[config.mk]
export PLATFORM = sky130hd
export DESIGN_NAME = control_pipe_flat
export DESIGN_NICKNAME = d
export VERILOG_FILES = /design/src/rtl/control_pipe_if.sv /design/src/rtl/control_pipe.sv /design/src/flat_wrapper.sv
export SDC_FILE = /design/constraint.sdc
export NUM_CORES = 1
export LEC_CHECK = 0
export BUFFER_PORTS_ARGS = -buffer_cell sky130_fd_sc_hd__buf_2
export CAP_MARGIN = 20
export CORE_UTILIZATION = 28
export CTS_BUF_LIST = sky130_fd_sc_hd__clkbuf_8
export CTS_CLUSTER_DIAMETER = 40
export CTS_CLUSTER_SIZE = 14
export DETAILED_ROUTE_END_ITERATION = 16
export PLACE_DENSITY_LB_ADDON = 0.1
export SLEW_MARGIN = 5
export SYNTH_ARGS = -nofsm -noshare
export SYNTH_HDL_FRONTEND = slang
export SYNTH_SLANG_ARGS = --single-unit
[constraint.sdc]
create_clock -name i_CLK -period 2.5 [get_ports i_CLK]
set_clock_uncertainty 0.1 [all_clocks]
set_input_delay 0.5 -clock i_CLK [delete_from_list [all_inputs] [get_ports i_CLK]]
set_output_delay 0.5 -clock i_CLK [all_outputs]
set_load 0.02 [all_outputs]
[src/rtl/control_pipe_if.sv]
// Bundle of Decode-stage control inputs, hazard controls and staged E/M/W outputs.
// Ports: master drives the D-stage controls and hazard bits and observes the
//        stage outputs and counters; slave is the pipeline register block.
interface control_pipe_if #(
  parameter int CNT_W = 32,
  parameter int BUB_W = 16
);
  // Decode-stage controls from the control unit
  logic             i_ValidD;
  logic             i_RegWriteD;
  logic             i_MemtoRegD;
  logic             i_MemWriteD;
  logic             i_ALUSrcD;
  logic             i_RegDstD;
  logic [2:0]       i_ALUControlD;
  // Hazard-unit controls
  logic             i_FlushE;
  logic             i_StallE;
  // Execute stage
  logic             o_ValidE;
  logic             o_RegWriteE;
  logic             o_MemtoRegE;
  logic             o_MemWriteE;
  logic             o_ALUSrcE;
  logic             o_RegDstE;
  logic [2:0]       o_ALUControlE;
  // Memory stage
  logic             o_ValidM;
  logic             o_RegWriteM;
  logic             o_MemtoRegM;
  logic             o_MemWriteM;
  // Writeback stage
  logic             o_ValidW;
  logic             o_RegWriteW;
  logic             o_MemtoRegW;
  // Event counters
  logic [CNT_W-1:0] o_RetireCount;
  logic [BUB_W-1:0] o_BubbleCount;

  modport master (
    output i_ValidD, i_RegWriteD, i_MemtoRegD, i_MemWriteD, i_ALUSrcD,
           i_RegDstD, i_ALUControlD, i_FlushE, i_StallE,
    input  o_ValidE, o_RegWriteE, o_MemtoRegE, o_MemWriteE, o_ALUSrcE,
           o_RegDstE, o_ALUControlE, o_ValidM, o_RegWriteM, o_MemtoRegM,
           o_MemWriteM, o_ValidW, o_RegWriteW, o_MemtoRegW,
           o_RetireCount, o_BubbleCount
  );

  modport slave (
    input  i_ValidD, i_RegWriteD, i_MemtoRegD, i_MemWriteD, i_ALUSrcD,
           i_RegDstD, i_ALUControlD, i_FlushE, i_StallE,
    output o_ValidE, o_RegWriteE, o_MemtoRegE, o_MemWriteE, o_ALUSrcE,
           o_RegDstE, o_ALUControlE, o_ValidM, o_RegWriteM, o_MemtoRegM,
           o_MemWriteM, o_ValidW, o_RegWriteW, o_MemtoRegW,
           o_RetireCount, o_BubbleCount
  );
endinterface

[src/rtl/control_pipe.sv]
// Control-signal pipeline D->E->M->W with flush/stall bubbles, retire and bubble counters.
// Latency: D->E 1 cycle, D->M 2, D->W 3; every output comes straight from a flop.
// Backpressure: i_StallE holds E and feeds bubbles into M; i_FlushE bubbles E and wins over stall.
// Ports: i_CLK clock, i_RST async active-high reset, bus (slave modport) carries the
//        D-stage controls, hazard controls, staged E/M/W controls and the two counters.
module control_pipe #(
  parameter int CNT_W = 32,
  parameter int BUB_W = 16
) (
  input  logic          i_CLK,
  input  logic          i_RST,
  control_pipe_if.slave bus
);

  // Each stage only carries the controls still needed from that stage onward.
  typedef struct packed {
    logic       valid;
    logic       reg_write;
    logic       memto_reg;
    logic       mem_write;
    logic       alu_src;
    logic       reg_dst;
    logic [2:0] alu_control;
  } e_slot_t;

  typedef struct packed {
    logic valid;
    logic reg_write;
    logic memto_reg;
    logic mem_write;
  } m_slot_t;

  typedef struct packed {
    logic valid;
    logic reg_write;
    logic memto_reg;
  } w_slot_t;

  e_slot_t          d_slot;
  e_slot_t          e_d, e_q;
  m_slot_t          m_d, m_q;
  w_slot_t          w_d, w_q;
  logic [CNT_W-1:0] retire_d, retire_q;
  logic [BUB_W-1:0] bubble_d, bubble_q;

  // An invalid D slot is squashed to an all-zero bubble so stray control bits
  // from the decoder can never reach RegWrite/MemWrite downstream.
  always_comb begin
    d_slot = '0;
    if (bus.i_ValidD) begin
      d_slot.valid       = 1'b1;
      d_slot.reg_write   = bus.i_RegWriteD;
      d_slot.memto_reg   = bus.i_MemtoRegD;
      d_slot.mem_write   = bus.i_MemWriteD;
      d_slot.alu_src     = bus.i_ALUSrcD;
      d_slot.reg_dst     = bus.i_RegDstD;
      d_slot.alu_control = bus.i_ALUControlD;
    end
  end

  always_comb begin
    // E: flush beats stall; stall holds the current slot.
    e_d = e_q;
    if (bus.i_FlushE) begin
      e_d = '0;
    end else if (!bus.i_StallE) begin
      e_d = d_slot;
    end

    // M: while E is held, the held instruction must not also advance, so M
    // takes a bubble. Under flush the old E content moves on normally.
    m_d.valid     = e_q.valid;
    m_d.reg_write = e_q.reg_write;
    m_d.memto_reg = e_q.memto_reg;
    m_d.mem_write = e_q.mem_write;
    if (bus.i_StallE && !bus.i_FlushE) begin
      m_d = '0;
    end

    // W never stalls or flushes.
    w_d.valid     = m_q.valid;
    w_d.reg_write = m_q.reg_write;
    w_d.memto_reg = m_q.memto_reg;

    // Retire counts what is entering W this edge; wraps naturally.
    retire_d = retire_q + CNT_W'(m_q.valid);

    // One bubble per hazard cycle, saturating at all-ones.
    bubble_d = bubble_q;
    if ((bus.i_FlushE || bus.i_StallE) && (bubble_q != {BUB_W{1'b1}})) begin
      bubble_d = bubble_q + BUB_W'(1);
    end
  end

  always_ff @(posedge i_CLK or posedge i_RST) begin
    if (i_RST) begin
      e_q      <= '0;
      m_q      <= '0;
      w_q      <= '0;
      retire_q <= '0;
      bubble_q <= '0;
    end else begin
      e_q      <= e_d;
      m_q      <= m_d;
      w_q      <= w_d;
      retire_q <= retire_d;
      bubble_q <= bubble_d;
    end
  end

  assign bus.o_ValidE      = e_q.valid;
  assign bus.o_RegWriteE   = e_q.reg_write;
  assign bus.o_MemtoRegE   = e_q.memto_reg;
  assign bus.o_MemWriteE   = e_q.mem_write;
  assign bus.o_ALUSrcE     = e_q.alu_src;
  assign bus.o_RegDstE     = e_q.reg_dst;
  assign bus.o_ALUControlE = e_q.alu_control;

  assign bus.o_ValidM      = m_q.valid;
  assign bus.o_RegWriteM   = m_q.reg_write;
  assign bus.o_MemtoRegM   = m_q.memto_reg;
  assign bus.o_MemWriteM   = m_q.mem_write;

  assign bus.o_ValidW      = w_q.valid;
  assign bus.o_RegWriteW   = w_q.reg_write;
  assign bus.o_MemtoRegW   = w_q.memto_reg;

  assign bus.o_RetireCount = retire_q;
  assign bus.o_BubbleCount = bubble_q;

endmodule

[src/flat_wrapper.sv]
// flat-port wrapper written by rule: the top's interface ports become plain ports
module control_pipe_flat 
#(
  parameter int CNT_W = 32,
  parameter int BUB_W = 16
)
  (i_CLK, i_RST, bus_i_ValidD, bus_i_RegWriteD, bus_i_MemtoRegD, bus_i_MemWriteD, bus_i_ALUSrcD, bus_i_RegDstD, bus_i_ALUControlD, bus_i_FlushE, bus_i_StallE, bus_o_ValidE, bus_o_RegWriteE, bus_o_MemtoRegE, bus_o_MemWriteE, bus_o_ALUSrcE, bus_o_RegDstE, bus_o_ALUControlE, bus_o_ValidM, bus_o_RegWriteM, bus_o_MemtoRegM, bus_o_MemWriteM, bus_o_ValidW, bus_o_RegWriteW, bus_o_MemtoRegW, bus_o_RetireCount, bus_o_BubbleCount);
  control_pipe_if #(.CNT_W(CNT_W), .BUB_W(BUB_W)) bus_i ();
  input  logic i_CLK;
  input  logic i_RST;
  input wire logic [$bits(bus_i.i_ValidD)-1:0] bus_i_ValidD;
  input wire logic [$bits(bus_i.i_RegWriteD)-1:0] bus_i_RegWriteD;
  input wire logic [$bits(bus_i.i_MemtoRegD)-1:0] bus_i_MemtoRegD;
  input wire logic [$bits(bus_i.i_MemWriteD)-1:0] bus_i_MemWriteD;
  input wire logic [$bits(bus_i.i_ALUSrcD)-1:0] bus_i_ALUSrcD;
  input wire logic [$bits(bus_i.i_RegDstD)-1:0] bus_i_RegDstD;
  input wire logic [$bits(bus_i.i_ALUControlD)-1:0] bus_i_ALUControlD;
  input wire logic [$bits(bus_i.i_FlushE)-1:0] bus_i_FlushE;
  input wire logic [$bits(bus_i.i_StallE)-1:0] bus_i_StallE;
  output wire logic [$bits(bus_i.o_ValidE)-1:0] bus_o_ValidE;
  output wire logic [$bits(bus_i.o_RegWriteE)-1:0] bus_o_RegWriteE;
  output wire logic [$bits(bus_i.o_MemtoRegE)-1:0] bus_o_MemtoRegE;
  output wire logic [$bits(bus_i.o_MemWriteE)-1:0] bus_o_MemWriteE;
  output wire logic [$bits(bus_i.o_ALUSrcE)-1:0] bus_o_ALUSrcE;
  output wire logic [$bits(bus_i.o_RegDstE)-1:0] bus_o_RegDstE;
  output wire logic [$bits(bus_i.o_ALUControlE)-1:0] bus_o_ALUControlE;
  output wire logic [$bits(bus_i.o_ValidM)-1:0] bus_o_ValidM;
  output wire logic [$bits(bus_i.o_RegWriteM)-1:0] bus_o_RegWriteM;
  output wire logic [$bits(bus_i.o_MemtoRegM)-1:0] bus_o_MemtoRegM;
  output wire logic [$bits(bus_i.o_MemWriteM)-1:0] bus_o_MemWriteM;
  output wire logic [$bits(bus_i.o_ValidW)-1:0] bus_o_ValidW;
  output wire logic [$bits(bus_i.o_RegWriteW)-1:0] bus_o_RegWriteW;
  output wire logic [$bits(bus_i.o_MemtoRegW)-1:0] bus_o_MemtoRegW;
  output wire logic [$bits(bus_i.o_RetireCount)-1:0] bus_o_RetireCount;
  output wire logic [$bits(bus_i.o_BubbleCount)-1:0] bus_o_BubbleCount;
  assign bus_i.i_ValidD = bus_i_ValidD;
  assign bus_i.i_RegWriteD = bus_i_RegWriteD;
  assign bus_i.i_MemtoRegD = bus_i_MemtoRegD;
  assign bus_i.i_MemWriteD = bus_i_MemWriteD;
  assign bus_i.i_ALUSrcD = bus_i_ALUSrcD;
  assign bus_i.i_RegDstD = bus_i_RegDstD;
  assign bus_i.i_ALUControlD = bus_i_ALUControlD;
  assign bus_i.i_FlushE = bus_i_FlushE;
  assign bus_i.i_StallE = bus_i_StallE;
  assign bus_o_ValidE = bus_i.o_ValidE;
  assign bus_o_RegWriteE = bus_i.o_RegWriteE;
  assign bus_o_MemtoRegE = bus_i.o_MemtoRegE;
  assign bus_o_MemWriteE = bus_i.o_MemWriteE;
  assign bus_o_ALUSrcE = bus_i.o_ALUSrcE;
  assign bus_o_RegDstE = bus_i.o_RegDstE;
  assign bus_o_ALUControlE = bus_i.o_ALUControlE;
  assign bus_o_ValidM = bus_i.o_ValidM;
  assign bus_o_RegWriteM = bus_i.o_RegWriteM;
  assign bus_o_MemtoRegM = bus_i.o_MemtoRegM;
  assign bus_o_MemWriteM = bus_i.o_MemWriteM;
  assign bus_o_ValidW = bus_i.o_ValidW;
  assign bus_o_RegWriteW = bus_i.o_RegWriteW;
  assign bus_o_MemtoRegW = bus_i.o_MemtoRegW;
  assign bus_o_RetireCount = bus_i.o_RetireCount;
  assign bus_o_BubbleCount = bus_i.o_BubbleCount;
  control_pipe #(.CNT_W(CNT_W), .BUB_W(BUB_W)) u_core (.i_CLK(i_CLK), .i_RST(i_RST), .bus(bus_i));
endmodule
== Yosys cells after proc, flatten, opt, wreduce, memory -nomap -nowiden ==
Cells that the tools add are included.

* Input bits: 13
* Output and inout bits: 64
* Word-level logic and storage cells: 28
* Register bits: 64

* Add/sub/neg operators: 2
* Equal/unequal tests: 2
* Muxes and demuxes: 4
* Reductions and logical operators: 4

{| class="wikitable"
|+ Operators by type and width
! operator !! number
|-
| 32-bit by 1-bit adder with 32-bit output || 1
|-
| 9-bit two-way mux || 3
|-
| 16-bit by 1-bit adder with 16-bit output, second input constant || 1
|-
| 16-bit inequality test, second input constant || 1
|-
| 4-bit two-way mux || 1
|-
| 1-bit logical AND || 2
|-
| 2-bit inequality test, second input constant || 1
|-
| 1-bit logical NOT || 1
|-
| 1-bit logical OR || 1
|}

== Depth between registers and ports, before layout ==
* Depth in word-level cells: 3
* Gate-level depth with buffers: 6
* Gate-level depth less buffers: 6

== Worst setup path after synthesis ==
OpenSTA, ideal clock, no wires.

* Path type: register to register
* From: reg u_core.m_q, in the netlist u_core.bus.o_ValidM
* To: reg u_core.retire_q[28] (netlist: u_core.bus.o_RetireCount[28])
* Period minus slack after synthesis: 1.987 ns
* Setup time: 0.131 ns
* Path buffers: 0
* Cell stages (with the launch flop): 7
* Slack: 0.513 ns
* Data required time: 2.269 ns
* Data arrival time: 1.756 ns
* Path through: dfrtp_1 > ha_1 > ha_1 > nand4_1 > nor4_2 > nand4_1 > xnor2_1

* Word-level cells in the longest chain between the ends: 1

{| class="wikitable"
|+ RTL lines
! item !! line !! RTL
|-
| from (decl) || control_pipe.sv:41 || <nowiki>m_slot_t m_d, m_q;</nowiki>
|-
| from (signal assigned) || control_pipe.sv:104 || <nowiki>m_q <= m_d;</nowiki>
|-
| 32-bit by 1-bit adder with 32-bit output || control_pipe.sv:86 || <nowiki>retire_d = retire_q + CNT_W'(m_q.valid);</nowiki>
|-
| net u_core.retire_d[28] || control_pipe.sv:43 || <nowiki>logic [CNT_W-1:0] retire_d, retire_q;</nowiki>
|-
| to (signal assigned) || control_pipe.sv:106 || <nowiki>retire_q <= retire_d;</nowiki>
|-
| to (decl) || control_pipe.sv:43 ||
|}

The timed path passes the listed nets, and every way through them passes these cells.
A chain may end at the register's enable or synchronous reset.

== Worst setup path after layout ==
* From: reg u_core.retire_q[9] (netlist: u_core.bus.o_RetireCount[9])
* To: reg u_core.retire_q[27] (netlist: u_core.bus.o_RetireCount[27])

* Word-level cells in the longest chain between the ends: 1

{| class="wikitable"
|+ RTL lines
! item !! line
|-
| 32-bit by 1-bit adder with 32-bit output || control_pipe.sv:86
|-
| net u_core.retire_d[27] || control_pipe.sv:43
|}

The timed path passes the listed nets, and every way through them passes these cells.

==> results.md <==
* Status: completed
* Xor/xnor share of the synthesized area at 13.21%
* Pre-CTS setup slack at 495.4 ps
* Mapped Area at 2785 sq um
* GR Util All Layers at 12.85%
* Share of cells above drive strength 1 at 30.32%
* Complex-gate fraction of the synthesized area at 2.965%
* #FFs+latches synth at 64
* DP Area at 3362 sq um
* Worst path top cell family by delay: simple AND/OR/NAND/NOR gates
* Setup-failing EPs final at 0
* Clk_lat worst skew at ~330 ps
* First-pass GRT wire length at around 10 mm
* Max_cap viols at 0
* CTS buffer count at 9
* Fin. Hold Viols at 0
* Fillcell total at 1,009
* DR pass1 iterations at 6
* CP max stage cell: or4_1
* Post-CTS Setup Bufs at 0
* Buf+Inv Stages, Crit Path at 0
* Total die area at 10,350 sq um
* Commonest non-fill, non-tap cell in the layout: buf_2
* Clock network power share at 34.6%
* Largest net degree at the start of global routing at 65
* IO buf count at 76
* Worst hold margin at 133.3 ps
* Syn Inst Count at 252
* Critical path class: flop to flop
* Core ar. at ~9700 sq um
* Initial core utilization at approximately 29%
* Pint at 1.842 mW
* Hold_buf cts at 0
* Post-CTS resize count at 0
* RSZ-0062 raised after global routing: false
* Max VDD drop at between 300 and 400 uV
* Max clock buf depth at 2
* Synthesis-to-finish area growth at 28.08%
* 1st-iter DRT viols at between 60 and 70
* Total wire length at 6.072 mm
* Main combinational cell family by area after synthesis: simple AND/OR/NAND/NOR gates
* Tightest Pin Transition at 699.8 ps
* Max-slew headroom at 52.98%
* Ant diodes at 0
* Routed via count at 2,129
* Die X at 101.7 um
* Fmax achieved at 0.5112 GHz
* Synth cell types at 30
* Cell chain of the critical path: nand4_1, or4_1, nor3_2, xor2_1
* Register area share after synthesis at between 50% and 60%
* Final design instance area without fill at 3567 sq um
* Fin nets at 356
* Tightest Hold Check Type: input pin to asynchronous set/reset pin
* Initial antenna violation count at 0
* CTS tree: done
* Mux cell area share after synthesis at roughly 1.2%
* CP Max Fanout at 7
* Pwr dens at 740.2 nW/um^2
* Die Ht at 101.7 um
* Final min period at 1956 ps
* Gpl congestion at 0.7035
* EDFF count, synth at 0
* Yosys synthesis warning count at 0
* Drt via density at between 4 and 5
* Worst R2R Start: u_core.bus.o_RetireCount[9]
* Worst Setup End Kind: flop
* Crit start category: flop
* Ports at 77
* Final core utilization at 36.83%
* Htree depth at 3
* Post-synth top flop: dfrtp_1
* Pleak at about 1.9 nW
* Critical Path Start: u_core.bus.o_RetireCount[9]
* Clock Pin Slew Worst Setup and Hold Paths at 70 ps
* Net Count, Synth at 269
* Setup TNS at 0 ps
* Part of the power in registers at about half
* Synth async-reset ratio at between 90% and 100%
* Detailed-route DRC error count at 0
* Simple-Gate Fraction of Synth Area at between 20% and 30%
* Vias in the first global route at 2,064
* Root buffer cell: clkbuf_8
* Final HPWL DP at 4.257 mm
* TritonCTS Sinks at 64
* Antenna-violating nets left at 0
* Slew Limit Fails at 0
* # rows at 36
* Final Cycle Share at 78.25%
* Total power at 2.640 mW
* Arrival time at the worst endpoint at 2110 ps
* GRT Residual Overflow at 0
* Comb pwr share at approximately 17%
* Finished Layout Cells at approximately 480
* Placed Cells at 461
* Average instance area after synthesis at 11.05 sq um
* NetSw at 0.7984 mW
* WL/cell at 12.76 um
* Sw Share at 30.24%
* Adder-cell share of the synthesized area at between 1.5 and 2%
* Final worst setup slack at 543.7 ps
* Critical Path RT at 2660 ps
* Most frequent cells in the layout: 76 x buf_2, 64 x dfrtp_1, 31 x nor2_1, 22 x xor2_1, 20 x xnor2_1
* CP peak stage delay at approximately 740 ps
-- state kept, by name (all words and copies together) (netlist names) --
signal,flops
u_core.bus.o_BubbleCount,16
u_core.bus.o_MemWriteE,1
u_core.bus.o_RegWriteM,1
u_core.bus.o_ValidM,1
u_core.bus.o_RegDstE,1
u_core.bus.o_RegWriteE,1
u_core.bus.o_MemtoRegM,1
u_core.bus.o_RetireCount,32
u_core.bus.o_RegWriteW,1
u_core.bus.o_ValidE,1
u_core.bus.o_MemWriteM,1
u_core.bus.o_ALUControlE,3
u_core.bus.o_MemtoRegE,1
u_core.bus.o_ValidW,1
u_core.bus.o_ALUSrcE,1
u_core.bus.o_MemtoRegW,1
-- routing by layer --
metal	up-vias	wire [um]	GRT usage [%]
li1	1047	-	-
met1	1018	2883	16.93
met2	56	2737	18.87
met3	8	367	4.831
met4	0	84	5.351
met5	-	0	0
-- worst paths after layout --
| check | end | slack [ps] | depth (start not counted) |
|---|---|---|---|
| setup reg to reg | u_core.bus.o_RetireCount[27] | 540 | 4 |
| hold reg to reg | u_core.bus.o_RegWriteW | 280 | 0 |
| setup / recovery | u_core.bus.o_RetireCount[27] | 540 | 4 |
| max in group asynchronous | u_core.bus.o_RetireCount[23] | 1880 | 3 |
| hold / removal | u_core.bus.o_RegDstE | 130 | 3 |
| min in group i_CLK | u_core.bus.o_RegWriteW | 280 | 0 |
-- Yosys cell counts (2+ instances only) --
master / n / area [sq um]
nor2_1: 31 / 116.4
a21oi_1: 8 / 40.04
nor3_1: 7 / 35.03
nor4b_1: 2 / 17.52
nor4_2: 2 / 25.02
and4_1: 3 / 26.28
nand2b_1: 2 / 12.51
dfrtp_1: 64 / 1602
and3_1: 6 / 37.54
nand3_1: 14 / 70.07
ha_1: 4 / 50.05
o21ai_0: 3 / 15.01
xor2_1: 22 / 192.7
nor3b_1: 2 / 15.01
nand2_1: 19 / 71.32
and2_1: 4 / 25.02
nand4_1: 17 / 106.4
nor3_2: 4 / 40.04
inv_1: 5 / 18.77
clkbuf_1: 4 / 15.01
xnor2_1: 20 / 175.2
-- cell families (layout without fill, tap and decap cells) --
| logic type | count (synthesis) | in the layout |
|---|---|---|
| and+or+nand+nor | 115 | 115 |
| DFF | 64 | 64 |
| xor gates and xnor gates | 42 | 42 |
| AOI/OAI and AO/OA | 14 | 14 |
| buffers and inverters | 10 | 101 |
| adders and majority gates | 4 | 4 |
| muxes | 3 | 3 |
-- worst register-to-register path, delay by kind of cell, from the launching register on --
family        cells  cell delay (ps)
xor+xnor          1              160
flops             1              440
simple gates      3             1180
-- power groups by stage --
| stage | Combinational (mW) | Sequential (mW) | Clock [mW] |
|---|---|---|---|
| final | 0.448 | 1.28 | 0.914 |
| after global placement | 0.453 | 1.30 | 0 |
| after global routing | 0.500 | 1.30 | 0.997 |
| after detailed placement | 0.458 | 1.30 | 0 |
| after CTS | 0.460 | 1.28 | 0.960 |
| after floorplan | 0.160 | 1.40 | 0 |
-- final cells by class --
type                    instances  area [sq um]  share of cell area [%]
clock buffers                  12         165.2                   4.630
clock inverters                 3         40.04                   1.122
inverters                       5         18.77                  0.5261
multi-input cells             178          1145                   32.09
flip-flops and latches         64          1602                   44.90
well taps                     133         166.4                   4.665
repair buffers                 81         430.4                   12.07
Power figures use the tool's default switching activity.
